==> src/rtl/sumador_pkg.sv <==
// Shared definitions for the multi-word adder sequencer: controller states,
// default geometry and the helper that sizes the chunk index register.
package sumador_pkg;

   typedef enum logic [1:0] {
      IDLE,
      ADD,
      DONE
   } state_t;

   localparam int N_DEF = 8;
   localparam int K_DEF = 4;

   // A single-chunk configuration still needs a 1-bit index so the register exists
   function automatic int idxWidth(input int k);
      return (k > 1) ? $clog2(k) : 1;
   endfunction

endpackage

==> src/rtl/sumadorNBits.sv <==
// Plain N-bit ripple adder with carry in/out; the only combinational
// arithmetic in the multi-word datapath.
module sumadorNBits #(
   parameter int N = 8
) (
   input  logic [N-1:0] a,
   input  logic [N-1:0] b,
   input  logic         c_in,
   output logic [N-1:0] s,
   output logic         c_out
);

   assign {c_out, s} = {1'b0, a} + {1'b0, b} + {{N{1'b0}}, c_in};

endmodule

==> src/rtl/sumador_multipalabra_ctrl.sv <==
// Adds two W = N*K bit operands by walking one shared N-bit adder over K
// chunks, least-significant first, with the carry kept in a register.
module sumador_multipalabra_ctrl
   import sumador_pkg::*;
#(
   parameter int N = N_DEF,
   parameter int K = K_DEF
) (
   input  logic           clk,
   input  logic           rst,
   input  logic           start,
   input  logic [N*K-1:0] a,
   input  logic [N*K-1:0] b,
   input  logic           c_in,
   output logic           busy,
   output logic           done,
   output logic [N*K-1:0] s,
   output logic           c_out
);

   localparam int W  = N * K;
   localparam int IW = idxWidth(K);
   localparam logic [IW-1:0] LAST_IDX = IW'(K - 1);

   state_t        state_q;
   logic [IW-1:0] idx_q;
   logic          carry_q;
   logic [W-1:0]  opA_q;
   logic [W-1:0]  opB_q;
   logic [W-1:0]  work_q;
   logic [W-1:0]  work_d;
   logic [W-1:0]  s_q;
   logic          cOut_q;
   logic          done_q;
   logic          busy_q;

   logic [N-1:0]  chunkA;
   logic [N-1:0]  chunkB;
   logic [N-1:0]  chunkSum;
   logic          chunkCarry;

   assign chunkA = opA_q[int'(idx_q) * N +: N];
   assign chunkB = opB_q[int'(idx_q) * N +: N];

   sumadorNBits #(
      .N(N)
   ) uAdder (
      .a    (chunkA),
      .b    (chunkB),
      .c_in (carry_q),
      .s    (chunkSum),
      .c_out(chunkCarry)
   );

   // The final chunk lands on the same edge that publishes the sum, so the
   // published value is the work register with the current chunk merged in.
   always_comb begin
      work_d = work_q;
      work_d[int'(idx_q) * N +: N] = chunkSum;
   end

   always_ff @(posedge clk or posedge rst) begin
      if (rst) begin
         state_q <= IDLE;
         idx_q   <= '0;
         carry_q <= 1'b0;
         opA_q   <= '0;
         opB_q   <= '0;
         work_q  <= '0;
         s_q     <= '0;
         cOut_q  <= 1'b0;
         done_q  <= 1'b0;
         busy_q  <= 1'b0;
      end else begin
         case (state_q)
            IDLE: begin
               done_q <= 1'b0;
               if (start) begin
                  opA_q   <= a;
                  opB_q   <= b;
                  carry_q <= c_in;
                  idx_q   <= '0;
                  busy_q  <= 1'b1;
                  state_q <= ADD;
               end
            end
            ADD: begin
               work_q  <= work_d;
               carry_q <= chunkCarry;
               if (idx_q == LAST_IDX) begin
                  s_q     <= work_d;
                  cOut_q  <= chunkCarry;
                  done_q  <= 1'b1;
                  state_q <= DONE;
               end else begin
                  idx_q <= idx_q + 1'b1;
               end
            end
            DONE: begin
               done_q  <= 1'b0;
               busy_q  <= 1'b0;
               idx_q   <= '0;
               state_q <= IDLE;
            end
            default: begin
               done_q  <= 1'b0;
               busy_q  <= 1'b0;
               state_q <= IDLE;
            end
         endcase
      end
   end

   assign busy  = busy_q;
   assign done  = done_q;
   assign s     = s_q;
   assign c_out = cOut_q;

endmodule

==> config.mk <==
export PLATFORM = sky130hd
export DESIGN_NAME = sumador_multipalabra_ctrl
export DESIGN_NICKNAME = d
export VERILOG_FILES = /design/src/rtl/sumador_pkg.sv /design/src/rtl/sumadorNBits.sv /design/src/rtl/sumador_multipalabra_ctrl.sv
export SDC_FILE = /design/constraint.sdc
export NUM_CORES = 1
export LEC_CHECK = 0
export ABC_AREA = 0
export CAP_MARGIN = 10
export CORE_ASPECT_RATIO = 0.5
export CORE_MARGIN = 2
export CORE_UTILIZATION = 48
export CTS_CLUSTER_SIZE = 28
export DETAILED_ROUTE_END_ITERATION = 12
export PLACE_DENSITY = 0.72
export SYNTH_ARGS = -nofsm -noshare
export SYNTH_HDL_FRONTEND = slang
export SYNTH_SLANG_ARGS = --single-unit
==> constraint.sdc <==
create_clock -name clk -period 4.09 [get_ports clk]
set_input_delay 0.6135 -clock clk [delete_from_list [all_inputs] [get_ports clk]]
set_output_delay 0.6135 -clock clk [all_outputs]
set_load 0.005 [all_outputs]
==> results of run 1 <==
[critical path, stage by stage (launching register included)]
cell and delay (ns):
dfrtp_1 0.56, mux4_2 0.59, fa_1 0.49, inv_1 0.10, fa_1 0.19, nand2b_1 0.13
a21oi_1 0.10, o31a_2 0.31, a21oi_1 0.39, a22o_1 0.23
[Yosys cell counts (2+ instances only)]
cell type	count	share of area (%)
a21o_1	6	0.73
a21oi_1	16	1.3
a221oi_1	14	2.0
a22o_1	33	4.7
a22oi_1	6	0.73
and2_1	3	0.31
and3_1	14	1.4
buf_2	21	1.7
clkbuf_1	3	0.18
dfrtp_1	136	55
fa_1	2	0.65
ha_1	13	2.6
inv_1	14	0.85
inv_2	2	0.12
mux2_2	64	12
mux4_2	16	5.9
nand2_1	23	1.4
nand3_1	2	0.16
nor2_1	34	2.1
nor2b_1	2	0.20
nor3_1	2	0.16
o21a_1	2	0.24
o21ai_0	20	1.6
o21ai_1	2	0.16
o22ai_1	2	0.20
o32ai_1	2	0.28
xnor2_1	3	0.43
[metal layers]
layer,track usage (%),wire length (microns),vias to the layer above
li1,-,-,1961
met1,31.0,6500,2195
met2,33.0,6610,122
met3,4.42,656,22
met4,8.37,234,0
met5,0,0,-
[cell type report]
class / instances / area [sq um] / area share, %
Clock buffer: 19 / 433 / 5.45
Clock inverter: 13 / 170 / 2.14
Inverter: 16 / 63.8 / 0.803
Multi-Input combinational cell: 295 / 2570 / 32.4
Sequential cell: 136 / 3400 / 42.8
Tap cell: 170 / 213 / 2.68
Timing Repair Buffer: 110 / 1090 / 13.8
[per-stage QoR]
step | worst slack, ns | utilization, % | hold slack (ns)
6_report | 0.910 | 63.1 | 0.483
5_1_grt | 0.663 | 63.1 | 0.503
4_1_cts | 0.910 | 63.1 | 0.490
3_5_place_dp | 0.913 | 58.3 | 0.476
3_3_place_gp | 0.937 | 58.3 | 0.470
2_1_floorplan | 1.07 | - | 0.458
[worst paths after layout]
kind / from / endpoint / depth (start not counted)
setup reg to reg: idx_q[0] / work_q[6] / 9
hold / removal: s[29] / s[29] / 2
max in group asynchronous: rst / s[1] / 3
min in group asynchronous: rst / opA_q[6] / 2
setup / recovery: idx_q[0] / work_q[6] / 9
hold reg to reg: s[29] / s[29] / 2
[power by group]
group	switching, uW	total, uW	internal [uW]
clock network	606	1570	967
logic	2200	4010	1810
registers	391	2340	1950
[logic make-up after synthesis]
logic type | synth area share [%]
simple gates | 6.82
flops | 55.4
fa+ha+maj | 3.30
xor+xnor | 0.835
buf+inv | 2.93
compound gates | 13.2
mux | 17.6
[state kept, by name (all words and copies together), names as in the netlist]
signal and flops:
opA_q 32, opB_q 32, s 32, work_q 32, idx_q 2, state_q 2, busy 1, c_out 1
carry_q 1, done 1
==> metrics.md, run 1 <==
| Metric | Value |
|---|---|
| Post-CTS Setup Bufs | `0` |
| Setup violations, final | `0` |
| CP Max Fanout | `7` |
| TritonCTS clock tree | `done` |
| Overall Global Routing Usage | `21.8%` |
| Commonest non-fill, non-tap cells in the layout | `136 x dfrtp_1, 102 x clkdlybuf4s50_1, 64 x mux2_2` |
| Maxcap violations | `0` |
| Htree depth | `4` |
| DR iter-0 viols | `330` |
| Cts hold-fix bufs | `0` |
| Fill cells | `960` |
| Fin Setup TNS | `0 ns` |
| Relative slew slack | `39.8%` |
| RSZ-0062 raised after global routing | `false` |
| Yosys reg bits | `136` |
| Final HPWL DP | `9720 microns` |
| Cts bufs inserted | `17` |
| Row count | `29` |
| Final net count | `659` |
| Post-route minimum period | `3.18 ns` |
| Placed instance count | `727` |
| Tightest Hold Check Type | `register to register` |
| Mapped Cells | `472` |
| Core Area | `12600 sq um` |
| Final Cell Area | `7950 sq um` |
| Fin. max-slew vios | `0` |
| First-pass GRT wire length | `22900 microns` |
| Final cycle utilization of the critical path | `77.7%` |
| Post-DP Area | `7350 sq um` |
| Outcome | `complete, no violations` |
| Remaining Overflow, GRT | `0` |
| Post-synth net total | `555` |
| Layout Skew | `0.00709 ns` |
| Crit path kind | `register to register` |
| DR vias/cell | `5.67` |
| Pre-antenna DRT Iters | `4` |
| Area growth syn-to-layout | `29.3%` |
| Required @ worst endpoint | `4.44 ns` |
| Seq/Total Area, Yosys | `55.4%` |
| Root Buffer | `clkbuf_16` |
| Largest net degree at the start of global routing | `85` |
| Most common cell after layout, fill and taps aside | `dfrtp_1` |
| Max VDD drop | `0.703 mV` |
| Clk_lat worst skew | `0.42 ns` |
| Cts repair resizes | `0` |
| EDFF count, synth | `0` |
| Flop2flop setup slack | `0.91 ns` |
| Port Buf Inserts | `102` |
| Vias in the first global route | `4420` |
| Endpoints failing hold | `0` |
| Post-synth cell types | `42` |
| Final wirelength | `14000 microns` |
| Routed length per placed instance | `18.5 microns` |
| Avg Synthesized Cell Area | `13.0 sq um` |
| Worst setup SP type | `register` |
| Overall power | `7920 uW` |
| Share of layout cells above drive strength 1 | `21.9%` |
| TritonCTS Sinks | `136` |
| Chip width | `164 microns` |
| Critical Path End Type | `register` |
| Synth Flop Type | `dfrtp_1` |
| CP Data Arrival Time | `3.53 ns` |
| Antenna Nets Post-Route | `0` |
| Die Y | `84.0 microns` |
| Starting Density | `48.8%` |
| Initial antenna violation count | `0` |
| Asr flop ratio synth | `100%` |
| Die area | `13800 sq um` |
| Routability cong. | `0.847` |
| Pwr Density | `996 nW/um^2` |
| Synth warnings | `0` |
| Slew of the pin with the lowest slew margin | `0.897 ns` |
| I/O pin cnt | `103` |
| P_leak | `0.00344 uW` |
| Residual DRC | `0` |
| Vias post-DR | `4300` |
| Max Clk Rate | `314 MHz` |
| # diodes | `0` |
| Synth Cell Area | `6150 sq um` |
| Reg clk slew, reported paths | `0.06 ns` |
| Finished Layout Cells | `759` |
| Worst-case clock buffer depth | `2` |
Power figures use the tool's default switching activity.
==> run 2, diff against run 1 <==
==> constraint.sdc (replaced) <==
create_clock -name clk -period 2.8 [get_ports clk]
set_input_delay 0.42 -clock clk [delete_from_list [all_inputs] [get_ports clk]]
set_output_delay 0.42 -clock clk [all_outputs]
set_load 0.005 [all_outputs]
==> run 2 against run 1 <==
Cell count grew 2.0%. Combinational power grew 75%. Critical endpoint is now work_q[15]. Core utilization grew 2.0 points. Clock skew grew 0.0034 ns. Design area grew 3.2%. Critical path depth shrank 1. Clock-buffer cell count shrank 2. Non-clock buffer count grew 15. Global-route usage grew 0.63 points. Die area is the same. Flip-flop and latch count is the same. Total power grew 61%.
==> metrics.md, run 2 (synthesis gave the netlist of run 1 again) <==
| Metric | Value |
|---|---|
| Routed length per placed instance | `18.3 microns (-0.83%)` |
| Residual DRC | `0 (unchanged)` |
| Endpoints failing hold | `0 (unchanged)` |
| Fin. max-slew vios | `0 (unchanged)` |
| TritonCTS clock tree | `done` |
| Vias in the first global route | `4394 (-0.59%)` |
| Maxcap violations | `0 (unchanged)` |
| Root Buffer | `clkbuf_16` |
| DR iter-0 viols | `397 (+20%)` |
| DR vias/cell | `5.56 (-1.8%)` |
| Commonest non-fill, non-tap cells in the layout | `135 x dfrtp_1, 102 x clkdlybuf4s50_1, 64 x mux2_2` |
| Overall power | `12700 uW (+61%)` |
| Placed instance count | `740 (+1.8%)` |
| Largest net degree at the start of global routing | `76 (-11%)` |
| Starting Density | `48.8% (unchanged)` |
| Tightest Hold Check Type | `input pin to async pin` |
| Core Area | `12600 sq um (unchanged)` |
| Cts bufs inserted | `17 (unchanged)` |
| First-pass GRT wire length | `23300 microns (+1.5%)` |
| CP Max Fanout | `5 (-2)` |
| Worst path slowest cell | `mux4_2` |
| Port Buf Inserts | `102 (unchanged)` |
| Cts hold-fix bufs | `0 (unchanged)` |
| Critical path's largest stage delay | `0.50 ns (-0.09 ns)` |
| Worst setup SP type | `register` |
| Chip width | `164 microns (unchanged)` |
| Post-route minimum period | `2.73 ns (-0.454 ns)` |
| Required @ worst endpoint | `3.10 ns (-1.34 ns)` |
| Pre-antenna DRT Iters | `5 (+1)` |
| # diodes | `0 (unchanged)` |
| Slew of the pin with the lowest slew margin | `0.917 ns (+0.0204 ns)` |
| Critical Path End Type | `register` |
| Share of layout cells above drive strength 1 | `26.5% (+4.6 points)` |
| Initial antenna violation count | `0 (unchanged)` |
| Post-DP Area | `7460 sq um (+1.5%)` |
| Die area | `13800 sq um (unchanged)` |
| Final HPWL DP | `9940 microns (+2.3%)` |
| P_leak | `0.00353 uW (+2.9%)` |
| Worst R2R Start | `idx_q[0]` |
| Clk_lat worst skew | `0.42 ns (about the same)` |
| Max Clk Rate | `367 MHz (+17%)` |
| Worst-case clock buffer depth | `2 (unchanged)` |
| Vias post-DR | `4307 (+0.16%)` |
| Overall Global Routing Usage | `22.4% (+0.63 points)` |
| Final net count | `674 (+2.3%)` |
| CP Data Arrival Time | `3.02 ns (-0.51 ns)` |
| Critical path origin | `idx_q[0]` |
| Layout Skew | `0.0105 ns (+0.00343 ns)` |
| Final cycle utilization of the critical path | `97.3% (+20 points)` |
| I/O pin cnt | `103 (unchanged)` |
| TritonCTS Sinks | `136 (unchanged)` |
| Antenna Nets Post-Route | `0 (unchanged)` |
| Remaining Overflow, GRT | `0 (unchanged)` |
| Crit path kind | `register to register` |
| RSZ-0062 raised after global routing | `true` |
| Final wirelength | `14200 microns (+1.1%)` |
| Row count | `29 (unchanged)` |
| Max VDD drop | `0.961 mV (+37%)` |
| Relative slew slack | `38.4% (-1.4 points)` |
| Most common cell after layout, fill and taps aside | `dfrtp_1` |
| Die Y | `84.0 microns (unchanged)` |
| Setup violations, final | `0 (unchanged)` |
| Outcome | `complete, no violations` |
| Routability cong. | `0.856 (+1.0%)` |
| Finished Layout Cells | `774 (+2.0%)` |
| Reg clk slew, reported paths | `0.06 ns (about the same)` |
| Area growth syn-to-layout | `33.4%` |
| Flop2flop setup slack | `0.07 ns (-0.84 ns)` |
| Final Cell Area | `8200 sq um (+3.2%)` |
| Pwr Density | `1550 nW/um^2 (+56%)` |
| Htree depth | `4 (unchanged)` |
| Crit path cell chain | `buf_6 -> mux4_2 -> ha_1 -> a21o_1 -> o21bai_4 -> or3_4 -> and3_4 -> a22o_1` |
## run 2: cell count changes in the layout (fill, tap and decap cells not counted), moves of 2 or more
cell,before,now
clkbuf_1,2,0
o21ai_1,2,6
ha_1,13,9
buf_4,7,18
buf_6,0,3
fa_2,0,2
fa_1,2,0
o21ai_0,20,16
ha_4,0,4
## run 2: area by class of cell
class	count	area, sq um
sequential	136	3400
tap	170	213
clock buffer	17	425
timing repair buffer	125	1230
fill	907	4390
multi-input combinational	295	2670
inverter	16	63.8
clock inverter	15	190
## run 2: final timing paths
check                             endpoint  cells after the start
worst max-delay path            work_q[15]                      8
max in group asynchronous        opA_q[24]                      3
worst min-delay path              opA_q[5]                      2
min in group clk                     s[21]                      2
worst min register to register       s[21]                      2
worst max register to register  work_q[15]                      8
## run 2: power breakdown
group / switching, uW / internal, uW
logic: 3580 / 3420
clock network: 910 / 1420
registers: 552 / 2860
total: 5040 / 7700
## run 2: repair_timing
action | 4_1_cts | 5_1_grt
endpoints found under the setup margin | 10 | 31
buffers inserted | 1 | 1
resized for setup | 2 | 19
endpoints found under the hold margin | 0 | 0
pin swaps | 0 | 3
## run 2: through the flow
step / TNS, ns / hold WS [ns] / util (%) / worst slack, ns
3_3_place_gp: 0 / 0.470 / 59.2 / 0.0698
3_5_place_dp: -0.152 / 0.473 / 59.2 / -0.0434
4_1_cts: 0 / 0.255 / 64.3 / 0.00186
6_report: 0 / 0.265 / 65.1 / 0.0747
5_1_grt: -0.0588 / 0.271 / 65.1 / -0.0271
2_1_floorplan: 0 / 0.458 / - / 0.0269
## run 2: worst max-delay path, delay by kind of cell (launching register included)
| kind | cells | cell delay (ns) |
|---|---|---|
| buf+inv | 1 | 0.15 |
| compound gates | 3 | 0.62 |
| mux | 1 | 0.50 |
| simple gates | 2 | 0.58 |
| fa+ha+maj | 1 | 0.32 |
| flops | 1 | 0.43 |
## run 2: per-layer routing
| metal | GRT usage, % | wire length [microns] | vias up |
|---|---|---|---|
| li1 | - | - | 1991 |
| met1 | 31.4 | 6660 | 2189 |
| met2 | 34.6 | 6740 | 107 |
| met3 | 5.22 | 552 | 20 |
| met4 | 7.58 | 215 | 0 |
| met5 | 0 | 0 | - |
==> run 3, diff against run 2 <==
==> constraint.sdc (replaced) <==
create_clock -name clk -period 2.8 [get_ports clk]
set_input_delay 0.42 -clock clk [delete_from_list [all_inputs] [get_ports clk]]
set_output_delay 0.42 -clock clk [all_outputs]
set_load 0.02 [all_outputs]
==> results of run 3 <==
Same layout as run 2 (identical final DEF). Status: complete, no violations.
Power of run 3 is left out: the tool's default activity adds up to more than one toggle a clock period on the data nets, which glitch-free logic cannot reach.
